## config.mk

```make
export PLATFORM = sky130hd
export DESIGN_NAME = dmem_bridge
export DESIGN_NICKNAME = d
export VERILOG_FILES = /design/src/rtl/dmem_bridge.sv
export SDC_FILE = /design/constraint.sdc
export NUM_CORES = 1
export LEC_CHECK = 0
export ABC_AREA = 1
export CORE_MARGIN = 1.5
export CORE_UTILIZATION = 51
export DETAILED_ROUTE_END_ITERATION = 8
export PLACE_DENSITY = 0.93
export RECOVER_POWER = 100
export SYNTH_ARGS = -nofsm -noshare
export SYNTH_HDL_FRONTEND = slang
export SYNTH_SLANG_ARGS = --single-unit
```

## constraint.sdc

```tcl
create_clock -name clk -period 8.3 [get_ports clk]
set_clock_uncertainty 0.15 [all_clocks]
set_input_delay 2.075 -clock clk [delete_from_list [all_inputs] [get_ports clk]]
set_output_delay 2.075 -clock clk [all_outputs]
set_load 0.01 [all_outputs]
```

## src/rtl/dmem_bridge.sv

```systemverilog
// dmem_bridge: core data port to 16-bit halfword memory with req/ack handshake and timeout
module dmem_bridge #(
  parameter int ADDR_W  = 24,
  parameter int TIMEOUT = 255
) (
  input  logic              clk,
  input  logic              Reset,
  input  logic [31:0]       dAddress,
  input  logic [31:0]       dDataIn,
  input  logic              dWrite,
  input  logic              dRead,
  input  logic              d32bit,
  input  logic [31:0]       baseAddress,
  output logic [31:0]       dDataOut,
  output logic              externalStall,
  output logic              dBusError,
  output logic [ADDR_W-1:0] mAddr,
  output logic [15:0]       mWData,
  output logic              mWE,
  output logic              mReq,
  input  logic [15:0]       mRData,
  input  logic              mAck
);
  typedef enum logic [1:0] {IDLE, HI, LO, DONE} state_t;
  state_t state, state_n;
  logic [ADDR_W-1:0] pa;
  logic [31:0] data, rdata, dout_q;
  logic [7:0] cnt;
  logic wide, op_write, err, req, busy, tmo;
  assign req  = dRead | dWrite;
  assign busy = (state == HI) || (state == LO);
  assign tmo  = busy && !mAck && (cnt == 8'(TIMEOUT - 1));
  always_ff @(posedge clk or posedge Reset)
    if (Reset) state <= IDLE;
    else       state <= state_n;
  always_comb begin
    state_n = state;
    state_n = (state == IDLE) ? (req ? HI : IDLE) :
              (state == HI)   ? (mAck ? (wide ? LO : DONE) : (tmo ? DONE : HI)) :
              (state == LO)   ? ((mAck || tmo) ? DONE : LO) : IDLE;
  end
  assign mReq          = busy;
  assign mWE           = busy & op_write;
  assign mAddr         = (state == LO) ? pa + ADDR_W'(1) : pa;
  assign mWData        = (state == HI && wide) ? data[31:16] : data[15:0];
  assign externalStall = !Reset && ((state == IDLE) ? req : busy);
  assign dDataOut      = (state == DONE) ? rdata : dout_q;
  assign dBusError     = (state == DONE) & err;
  // rdata is cleared at request start so writes and timeouts present zero in DONE
  always_ff @(posedge clk or posedge Reset) begin
    if (Reset) begin
      pa       <= '0;
      data     <= '0;
      rdata    <= '0;
      dout_q   <= '0;
      cnt      <= '0;
      wide     <= 1'b0;
      op_write <= 1'b0;
      err      <= 1'b0;
    end else if (state == IDLE) begin
      if (req) begin
        pa       <= ADDR_W'(dAddress + baseAddress);
        data     <= dDataIn;
        wide     <= d32bit;
        op_write <= dWrite;
        cnt      <= '0;
        err      <= 1'b0;
        rdata    <= '0;
      end
    end else if (busy) begin
      if (mAck) begin
        cnt <= '0;
        if (!op_write)
          rdata <= (state == LO) ? {rdata[31:16], mRData} :
                   wide ? {mRData, rdata[15:0]} : {16'h0, mRData};
      end else if (tmo) begin
        err   <= 1'b1;
        rdata <= '0;
      end else begin
        cnt <= cnt + 8'd1;
      end
    end else begin
      dout_q <= rdata;
    end
  end
endmodule

```

### After elaboration in Yosys (flattened, before gate mapping)

Index checks and enable logic that the tools add are counted.

| operators by class | value |
|---|---|
| add/subtract/negate cells | 3 |
| $mul | 0 |
| divide/modulo/power cells | 0 |
| magnitude comparators | 0 |
| equality and inequality tests | 10 |
| shift-type cells | 0 |
| muxes and demuxes | 30 |
| bitwise operators | 5 |
| reductions and logical operators | 18 |

Operators with widths:

| kind | count |
|---|---|
| $mux 32 | 9 |
| $mux 8 | 5 |
| $add 24x1->24 const B | 1 |
| $add 24x24->24 | 1 |
| $mux 24 | 1 |
| $mux 16 | 1 |
| $mux 2 | 5 |
| $reduce_and 5->1 | 2 |
| $mux 1 | 9 |
| $add 8x1->8 const B | 1 |
| $eq 8x8->1 const B | 1 |
| $ne 3x2->1 const B | 2 |
| $eq 2x2->1 const B | 2 |
| $logic_and 1x1->1 | 4 |
| $ne 4x2->1 const B | 1 |
| $reduce_and 2->1 | 2 |
| $reduce_and 4->1 | 1 |
| $reduce_bool 2->1 | 2 |
| $ne 3x3->1 const B | 1 |
| $reduce_and 3->1 | 1 |
| $reduce_bool 3->1 | 1 |
| $and 1x1->1 | 2 |
| $eq 2x1->1 const B | 1 |
| $logic_not 1->1 | 2 |
| other kinds (6) | 8 |

| storage, ports and cells | value |
|---|---|
| register bits | 133 |
| bits in latches | 0 |
| memory bits (writable) | 0 |
| ROM bits | 0 |
| output and inout port bits | 76 |
| memories kept | 0 |

### Depth between registers and ports, before layout

Gate-level depths: netlist of run 1.

| depth | value |
|---|---|
| depth in word-level cells | 9 |
| mapped depth | 12 |

### Worst setup path after synthesis of run 1

OpenSTA, ideal clock, no wires.

| path | value |
|---|---|
| path kind | input-to-output |
| start | input port Reset |
| end | output port externalStall |
| arrival | 5492 ps |
| slack | 583 ps |
| stages | 3 |
| path buffers | 0 |
| cell sequence | inv_1 o21ai_0 nor2_1 |

| between the ends | value |
|---|---|
| cells in the longest elaborated chain, start to end | 2 |

RTL lines:

| what | line | source |
|---|---|---|
| start, declared | 7 | `input logic Reset,` |
| $logic_not 1->1 (no line) | n/a |  |
| $logic_and 1x1->1 | 46 | `assign externalStall = !Reset && ((state == IDLE) ? req : busy);` |
| end, declared | 15 | `output logic externalStall,` |

No other way between the ends.

### Worst setup path after layout of run 1

| path | value |
|---|---|
| start | input port dWrite |
| end | register pa[14] |

| between the ends | value |
|---|---|
| cells in the longest elaborated chain, start to end | 2 |

RTL lines:

| what | line | source |
|---|---|---|
| start, declared | 10 | `input logic dWrite,` |
| $or 1x1->1 | 30 | `assign req = dRead \| dWrite;` |
| $reduce_and 2->1 (no line) | n/a |  |
| end signal, assigned | 62 | `pa <= ADDR_W'(dAddress + baseAddress);` |
| end, declared | 26 | `logic [ADDR_W-1:0] pa;` |

No other way between the ends.
A chain may end at the register's enable or synchronous reset.

==> results_dict.tcl, run 1 <==
set metrics [dict create \
    status "finished, violations left" \
    violations "capacitance limit, slew limit" \
    synth_cells 1051 \
    setup_violations 0 \
    num_antenna_cells 0 \
    postSynthAreaPerCell_um2 7.69 \
    layout_common_cells "nand2_1 (393), dfrtp_1 (133), inv_1 (117)" \
    antenna_found_initial 0 \
    cts_root_buf "clkbuf_16" \
    post_syn_nets 1200 \
    synth_sequential_area_ratio_pct 41.2 \
    timing.final.hold_violations 0 \
    die_w_um 129 \
    crit_arrival_ns 6.64 \
    worst_hold_slack_ns 0.327 \
    netlist_area_um2 8080 \
    slew-limit-headroom_pct -92.0 \
    vias 7490 \
    tritoncts_num_sinks 133 \
    most_common_cell_after_layout_fill_and_taps_aside "nand2_1" \
    startpoint_type "primary input" \
    tns_ns 0 \
    critPathCaptureType "flip-flop" \
    period_minus_slack_ns 6.55 \
    worst_pin_slew_ns 2.88 \
    worst_ep_required_time_ns 8.39 \
    holdBufCountCts 0 \
    initial_core_util_pct 52.8 \
    fillers 1238 \
    cts.reportedPaths.clkPinSlew_ns 0.06 \
    placed_cell_area_um2 9990 \
    vias_in_the_first_global_route 7525 \
    finalWirelength_um 21100 \
    hold_path.class "reg2reg" \
    path_class "in2reg" \
    drt-pass1-iter-count 5 \
    p_leak_nw 5.34 \
    post-route-period-util_pct 78.9 \
    grt_setup_unrepaired "no" \
    io_buffer_count 177 \
    p_per_area_nw_per_um2 313 \
    synthDistinctLibCells 43 \
    detail_route.wl_per_cell_um 14.6 \
    wire_length_of_the_first_global_routing_pass_um 34600 \
    globalRoute.totalOverflow 0 \
    h-tree-depth 4 \
    ys.warnings.count 0 \
    drc 0 \
    finish.utilization_pct 68.0 \
    grt_max_degree 81 \
    maxCapViolCount 6 \
    gpl.final_weighted_congestion 0.899 \
    post_route_cells_drive_above_1_share_pct 6.89 \
    flow.area_growth_from_synthesis_pct 28.8 \
    synth.ff_latch_count 133 \
    post-route-cell-area_um2 10400 \
    cts_buffer_depth 2 \
    row_count 45 \
    design.portCount 194 \
    cts_inserted_buffers 17 \
    postCtsSetupRepairBufs 0 \
    irDropWorstVdd_v 0.000185 \
    fp.dieH_um 129 \
    grt.total_usage_pct 26.4 \
    fmax_ghz 0.153 \
    timing.final.max_slew_violations 237 \
    cts_tree "built" \
    core_area_um2 15300 \
    antenna_violating_nets_post_route 0 \
    place_worst_setup_slack_ns 2.59 \
    cts.repair.resized 0 \
    post_drt_via_cell_ratio 5.18 \
    finish.net_count 1371 \
    initial_drc_count 561 \
    worst_skew_pair.late_latency_ns 0.43 \
    design.die.area_um2 16600 \
    dp_hpwl_um 15500 \
    critPathMaxFanout 58 \
    timing.final.ws_setup_ns 1.75 \
]
-- registers in the layout (all words and copies together), names as in the netlist --
register / count
dout_q: 32
cnt: 8
pa: 24
rdata: 32
op_write: 1
wide: 1
data: 32
err: 1
state: 2
-- metrics by stage --
step	instances	total power, mW
floorplan	1051	2.01
global placement	1414	2.57
detailed placement	1414	2.63
CTS	1445	3.41
global route	1445	3.47
finish	1445	3.25
-- critical path, cell delays in order --
cell and delay, ns:
dlygate4sd3_1 0.54, inv_1 0.07, nand2_1 0.11, nand2_1 1.37, clkinv_1 1.22, clkbuf_1 0.79
nand3_1 0.31, o21ai_0 0.11
-- cell families after synthesis --
logic type / after synthesis / synth area share, %
fa+ha+maj: 31 / 4.89
buf+inv: 155 / 7.96
compound gates: 86 / 7.29
xor+xnor: 28 / 3.03
mux: 32 / 4.46
flops: 133 / 41.2
simple gates: 586 / 31.2
-- final cells by class --
class | instances | area (um^2) | share of cell area (%)
clock buffer | 17 | 425 | 4.09
clock inverter | 14 | 178 | 1.71
inverter | 126 | 477 | 4.58
multi-input combinational | 763 | 3950 | 37.9
sequential | 133 | 3330 | 32.0
tap | 211 | 264 | 2.54
timing repair buffer | 181 | 1790 | 17.2
-- routing by layer --
layer / vias up / global-route usage (%) / part of all wire, %
met2: 297 / 47.1 / 51
met3: 63 / 5.45 / 5.6
met5: - / 0 / 0
li1: 3656 / - / -
met4: 0 / 10.9 / 2.9
met1: 3474 / 31.1 / 40
-- Yosys cell counts (all sizes together) --
library cell	count	share of area [%]
o21ai	63	5.4
o31ai	1	0.093
or2	4	0.34
nor3	14	1.1
o21a	1	0.093
mux2	32	4.5
nand2	419	20
a21o	1	0.093
nor4	1	0.077
dfrtp	133	41
o221ai	1	0.11
and2	1	0.077
nand3	72	4.5
clkinv	1	0.046
xnor2	11	1.2
nor3b	2	0.19
nor2	52	2.7
xor2	17	1.8
a21oi	18	1.3
fa	1	0.25
and3	1	0.077
buf	11	1.2
ha	30	4.6
inv	125	5.8
nand4	12	0.93
clkbuf	18	0.84
o211ai	1	0.26
nand3b	8	0.90
-- power by group --
part	total, mW	internal, mW	switching, mW
clock	0.769	0.474	0.294
combinational	1.40	0.586	0.814
sequential	1.09	0.905	0.180
-- final timing paths --
check / from / to / slack, ns / cells past startpoint
max reg2reg: state[0] / pa[14] / 3.42 / 7
max: dWrite / pa[14] / 1.75 / 8
min: data[8] / data[8] / 0.33 / 2
min in group asynchronous: Reset / rdata[19] / 2.40 / 3
max in group asynchronous: Reset / cnt[6] / 2.34 / 4
min reg2reg: data[8] / data[8] / 0.33 / 2
No activity file was read; power rests on OpenSTA's default activity.
==> run 2: changes to the inputs <==
==> constraint.sdc (replaced) <==
create_clock -name clk -period 6.4 [get_ports clk]
set_clock_uncertainty 0.15 [all_clocks]
set_input_delay 1.6 -clock clk [delete_from_list [all_inputs] [get_ports clk]]
set_output_delay 1.6 -clock clk [all_outputs]
set_load 0.01 [all_outputs]
==> run 2 against run 1 <==
Compared with the run above: the run still ends with capacitance limit, slew limit left; global-route usage is 0.30 points higher; count of clock-buffer cells in the layout is 2 higher; cell count is 0.28% higher; final area is 0.31% higher; sequential power is 29% higher; sequential cell count stayed put; critical path depth is 1 higher; setup slack worse by 0.59 ns; core utilization is 0.21 points higher; wire length is 0.66% higher; critical endpoint unchanged; highest routed layer unchanged.
==> results_dict.tcl, run 2 (synthesis gave the netlist of run 1 again) <==
set metrics [dict create \
    status "finished, violations left" \
    violations "capacitance limit, slew limit" \
    timing.final.hold_violations 0 \
    internal_cell_power_mw 2.53 \
    grt_setup_unrepaired "no" \
    drc 0 \
    worst_pin_slew_ns 2.00 \
    sequentialPowerShare_pct 33.4 \
    finalWirelength_um 21300 \
    multi_input_area_um2 3980 \
    timing.final.ws_setup_ns 1.16 \
    power.switching_mw 1.70 \
    grt_max_degree 77 \
    timing.final.max_slew_violations 149 \
    design.die.area_um2 16600 \
    flow.area_growth_from_synthesis_pct 29.2 \
    worstPathBufferInverterCount 5 \
    place_worst_setup_slack_ns 1.72 \
    worst_hold_slack_ns 0.328 \
    post-route-period-util_pct 81.8 \
    fmax_ghz 0.191 \
    path_cells "dlygate4sd3_1, inv_1, nand2_1, nand2_1, clkbuf_1, clkinv_1, clkbuf_1, nand3_1, o21ai_0" \
    path_class "in2reg" \
    antenna_violating_nets_post_route 0 \
    worst_r2r_path_depth 8 \
    worst_ep_required_time_ns 6.50 \
    most_common_cell_after_layout_fill_and_taps_aside "nand2_1" \
    vias_in_the_first_global_route 7358 \
    p_leak_nw 5.37 \
    gpl.final_weighted_congestion 0.890 \
    pwr-share-clk_pct 23.1 \
    p_per_area_nw_per_um2 404 \
    fillers 1256 \
    timing.critical_path.depth 9 \
    biggestRegsByFlops "data x32, dout_q x32, rdata x32" \
    critPathMaxFanout 34 \
    num_antenna_cells 0 \
    design.portCount 194 \
    power.total_mw 4.22 \
    storage_cell_area_um2 3330 \
    comb_power_share_pct 43.5 \
    io_buffer_count 177 \
    wire_length_of_the_first_global_routing_pass_um 34400 \
    antenna_found_initial 0 \
    row_count 45 \
    detail_route.wl_per_cell_um 14.7 \
    grt.total_usage_pct 26.7 \
    finish.net_count 1374 \
    h-tree-depth 4 \
    layout_common_cells "nand2_1 (397), dfrtp_1 (133), inv_1 (118)" \
    core_area_um2 15300 \
    tritoncts_num_sinks 133 \
    cts_root_buf "clkbuf_16" \
    startpoint_type "primary input" \
    initial_drc_count 560 \
    vias 7559 \
    critPathCaptureType "flip-flop" \
    globalRoute.totalOverflow 0 \
    irDropWorstVdd_v 0.000226 \
    critPathMaxStageDelay_ns 1.19 \
    holdBufCountCts 0 \
    worst_skew_pair.late_latency_ns 0.43 \
    post_route_cells_drive_above_1_share_pct 7.11 \
    period_minus_slack_ns 5.24 \
    hold_path.class "reg2reg" \
    cts.repair.resized 0 \
    worst_hold_path_cell_count 2 \
    post_drt_via_cell_ratio 5.22 \
    cts_buffer_depth 2 \
    cts_tree "built" \
    postCtsSetupRepairBufs 0 \
    die_w_um 129 \
    fp.dieH_um 129 \
    setup_violations 0 \
    crit_arrival_ns 5.33 \
    cpLargestDelayFamily "buffers and inverters" \
    cts.reportedPaths.clkPinSlew_ns 0.06 \
    drt-pass1-iter-count 7 \
    maxCapViolCount 4 \
    cts_inserted_buffers 17 \
    dp_hpwl_um 15700 \
    tns_ns 0 \
    initial_core_util_pct 52.8 \
    slew-limit-headroom_pct -33.5 \
    finish.utilization_pct 68.2 \
    p_sw_share_pct 40.2 \
    critPathSlowestCell "clkbuf_1" \
]
[run 2: final timing paths]
| path | start | endpoint | slack [ns] |
|---|---|---|---|
| setup / recovery | dWrite | pa[14] | 1.16 |
| hold reg to reg | data[8] | data[8] | 0.33 |
| min in group asynchronous | Reset | cnt[6] | 2.22 |
| max in group asynchronous | Reset | dout_q[23] | 1.67 |
| hold / removal | data[8] | data[8] | 0.33 |
| setup reg to reg | state[0] | pa[14] | 2.28 |
[run 2: worst register-to-register path: cells and delay by family (launching register included)]
family          cells  cell delay, ns
compound gates      1            0.12
simple gates        2            0.95
buf+inv             4            2.09
flops               1            0.37
fa+ha+maj           1            0.28
[run 2: per-stage QoR]
stage               std cells  cell area [um^2]
floorplan                1051              8090
global placement         1417             10000
detailed placement       1417             10000
CTS                      1449             10600
global route             1449             10400
finish                   1449             10400
[run 2: cell type report]
cell class,instances,share of cell area [%]
clock buffer,19,4.24
sequential,133,31.9
timing repair buffer,184,17.3
tap,211,2.53
multi-input combinational,763,38.1
inverter,126,4.59
clock inverter,13,1.41
[run 2: routing by layer]
layer / up-vias / GRT usage, % / routed length [um]
met2: 277 / 46.9 / 10800
met5: - / 0 / 0
met3: 64 / 5.78 / 1140
met1: 3555 / 31.5 / 8620
met4: 0 / 12.0 / 726
li1: 3663 / - / -
[run 2: power by group through the flow]
stage	sequential, mW	combinational, mW	clock [mW]
6_report	1.41	1.84	0.977
5_1_grt	1.45	2.03	1.03
4_1_cts	1.40	2.03	0.985
3_5_place_dp	1.41	2.01	0
3_3_place_gp	1.39	1.96	0
2_1_floorplan	1.34	1.27	0
==> run 3: changes to the inputs <==
--- a/config.mk
+++ b/config.mk
@@ -7,9 +7,9 @@
 export LEC_CHECK = 0
 export ABC_AREA = 1
 export CORE_MARGIN = 1.5
-export CORE_UTILIZATION = 51
+export CORE_UTILIZATION = 46
 export DETAILED_ROUTE_END_ITERATION = 8
-export PLACE_DENSITY = 0.93
+export PLACE_DENSITY = 0.89
 export RECOVER_POWER = 100
 export SYNTH_ARGS = -nofsm -noshare
 export SYNTH_HDL_FRONTEND = slang
==> constraint.sdc (replaced) <==
create_clock -name clk -period 4.6 [get_ports clk]
set_clock_uncertainty 0.15 [all_clocks]
set_input_delay 1.15 -clock clk [delete_from_list [all_inputs] [get_ports clk]]
set_output_delay 1.15 -clock clk [all_outputs]
set_load 0.01 [all_outputs]
==> run 3 against run 2 <==
Compared with the run above: clock power rose by 34%; largest power group unchanged; via count fell by 0.71%; core utilization fell by 7.3 points; cell count rose by 0.97%; register-to-register slack got worse by 1.3 ns; die area rose by 11%; power rose by 39%; global-route usage fell by 2.9 points; the run still ends with capacitance limit, slew limit left; sequential share of layout area fell by 0.16 points; wire length fell by 1.1%; setup slack got worse by 0.89 ns; combinational power rose by 43%.
==> results_dict.tcl, run 3 (synthesis gave the netlist of run 1 again) <==
set metrics [dict create \
    design.die.area_um2 18400 \
    vias 7505 \
    fmax_ghz 0.231 \
    holdCritStartpoint "data[7]" \
    slew-limit-headroom_pct -75.1 \
    regToRegStartpoint "state[0]" \
    finalWirelength_um 21000 \
    worst_hold_slack_ns 0.328 \
    violations "capacitance limit, slew limit" \
    gpl.final_weighted_congestion 0.941 \
    finish.cell_count_without_fillers 1463 \
    detail_route.wl_per_cell_um 14.4 \
    worst_pin_slew_ns 2.63 \
    worst_hold_path_cell_count 2 \
    timing.final.hold_violations 0 \
    die_w_um 136 \
    globalRoute.totalOverflow 0 \
    worst_r2r_path_depth 7 \
    grt_setup_unrepaired "no" \
    critPathMostFrequentCell "inv_1" \
    core_area_um2 17200 \
    irDropWorstVdd_v 0.000305 \
    antenna_found_initial 0 \
    crit_arrival_ns 3.02 \
    layout_common_cells "nand2_1 (411), dfrtp_1 (133), inv_1 (118)" \
    cts_tree "built" \
    setup_violations 0 \
    critPathMaxStageDelay_ns 0.65 \
    startpoint_type "flip-flop" \
    grt_max_degree 68 \
    wire_length_of_the_first_global_routing_pass_um 35000 \
    maxCapViolCount 4 \
    cts_inserted_buffers 17 \
    worst_ep_required_time_ns 3.30 \
    vias_in_the_first_global_route 7432 \
    antenna_violating_nets_post_route 0 \
    finish.net_count 1374 \
    tritoncts_num_sinks 133 \
    critPathSlowestCell "dlygate4sd3_1" \
    h-tree-depth 4 \
    post_route_cells_drive_above_1_share_pct 7.51 \
    row_count 48 \
    cts_root_buf "clkbuf_16" \
    min_to "data[7]" \
    postCtsSetupRepairBufs 0 \
    power.total_mw 5.89 \
    cts.reportedPaths.clkPinSlew_ns 0.06 \
    hold_path.class "reg2reg" \
    post-route-period-util_pct 94.0 \
    cts_buffer_depth 2 \
    design.portCount 194 \
    initial_drc_count 486 \
    r2r_slack_ns 1.02 \
    dp_hpwl_um 15400 \
    flow.area_growth_from_synthesis_pct 29.9 \
    post_drt_via_cell_ratio 5.13 \
    path_cells "inv_1, ha_1, inv_1, nor2_1, nand2_1, xor2_1, dlygate4sd3_1" \
    p_per_area_nw_per_um2 561 \
    tns_ns 0 \
    initial_core_util_pct 46.9 \
    cts.repair.resized 0 \
    regToRegEndpoint "pa[20]" \
    path_class "reg2out" \
    fp.dieH_um 136 \
    biggestRegsByFlops "data x32, dout_q x32, rdata x32" \
    status "finished, violations left" \
    worst_skew_pair.late_latency_ns 0.42 \
    io_buffer_count 177 \
    drt-pass1-iter-count 5 \
    place.detailed.instances 1431 \
    critPathCaptureType "output pin" \
    critPathMaxFanout 10 \
    num_antenna_cells 0 \
    period_minus_slack_ns 4.32 \
    fillers 1456 \
    most_common_cell_after_layout_fill_and_taps_aside "nand2_1" \
    finish.utilization_pct 60.9 \
    timing.final.max_slew_violations 208 \
    drc 0 \
    holdBufCountCts 0 \
    grt.total_usage_pct 23.9 \
    p_leak_nw 5.40 \
]
[run 3: cell types whose count changed in the layout (fill, tap and decap cells not counted), moves of 3 or more]
| cell | delta |
|---|---|
| mux2_1 | -3 |
| nand2_1 | +14 |
| clkinv_4 | +4 |
| o21ai_0 | -15 |
| o21ai_2 | +14 |
| clkdlybuf4s50_1 | +3 |
| nand2_2 | -14 |
| dlygate4sd3_1 | -3 |
| mux2_2 | +3 |
[run 3: routing by layer]
layer,track usage [%],share of wire (%),vias to the layer above,routed length [um]
li1,-,-,3648,-
met1,29.5,41,3488,8630
met2,40.7,49,294,10300
met3,4.12,6.2,75,1300
met4,10.8,3.8,0,798
met5,0,0,-,0
[run 3: cell type report]
class                      count  area (um^2)  share of cell area [%]
timing repair buffer         184         1810                    17.2
tap                          225          282                    2.68
sequential                   133         3330                    31.7
clock inverter                12          121                    1.16
clock buffer                  20          457                    4.35
inverter                     126          479                    4.56
multi-input combinational    763         4020                    38.3
[run 3: metrics by stage]
step                      setup slack, ns  cell area [um^2]
after global placement              0.799             10000
after global routing                0.107             10500
after floorplan                   -0.0915              8090
after CTS                           0.428             10600
final                               0.277             10500
after detailed placement            0.794             10000
[run 3: worst max-delay path: cells and delay by family (launching register included)]
kind                       cells  cell delay (ns)
adders and majority gates      1             0.40
DFF                            1             0.40
and+or+nand+nor                2             0.51
buffers and inverters          3             1.02
xor gates and xnor gates       1             0.27
[run 3: how the worst max path moves through the flow]
stage	start	endpoint	slack, ns	depth (start not counted)
floorplan	Reset	externalStall	-0.09	3
global route	state[0]	mAddr[14]	0.11	7
global placement	dWrite	externalStall	0.80	6
finish	state[0]	mAddr[14]	0.28	7
detailed placement	dWrite	externalStall	0.79	6
CTS	state[0]	mAddr[18]	0.43	7
[run 3: report_power, final]
part	leakage, nW	total (mW)	internal, mW	switching [mW]
combinational	3.38	2.63	1.10	1.53
sequential	1.74	1.95	1.63	0.314
clock	0.282	1.31	0.780	0.528
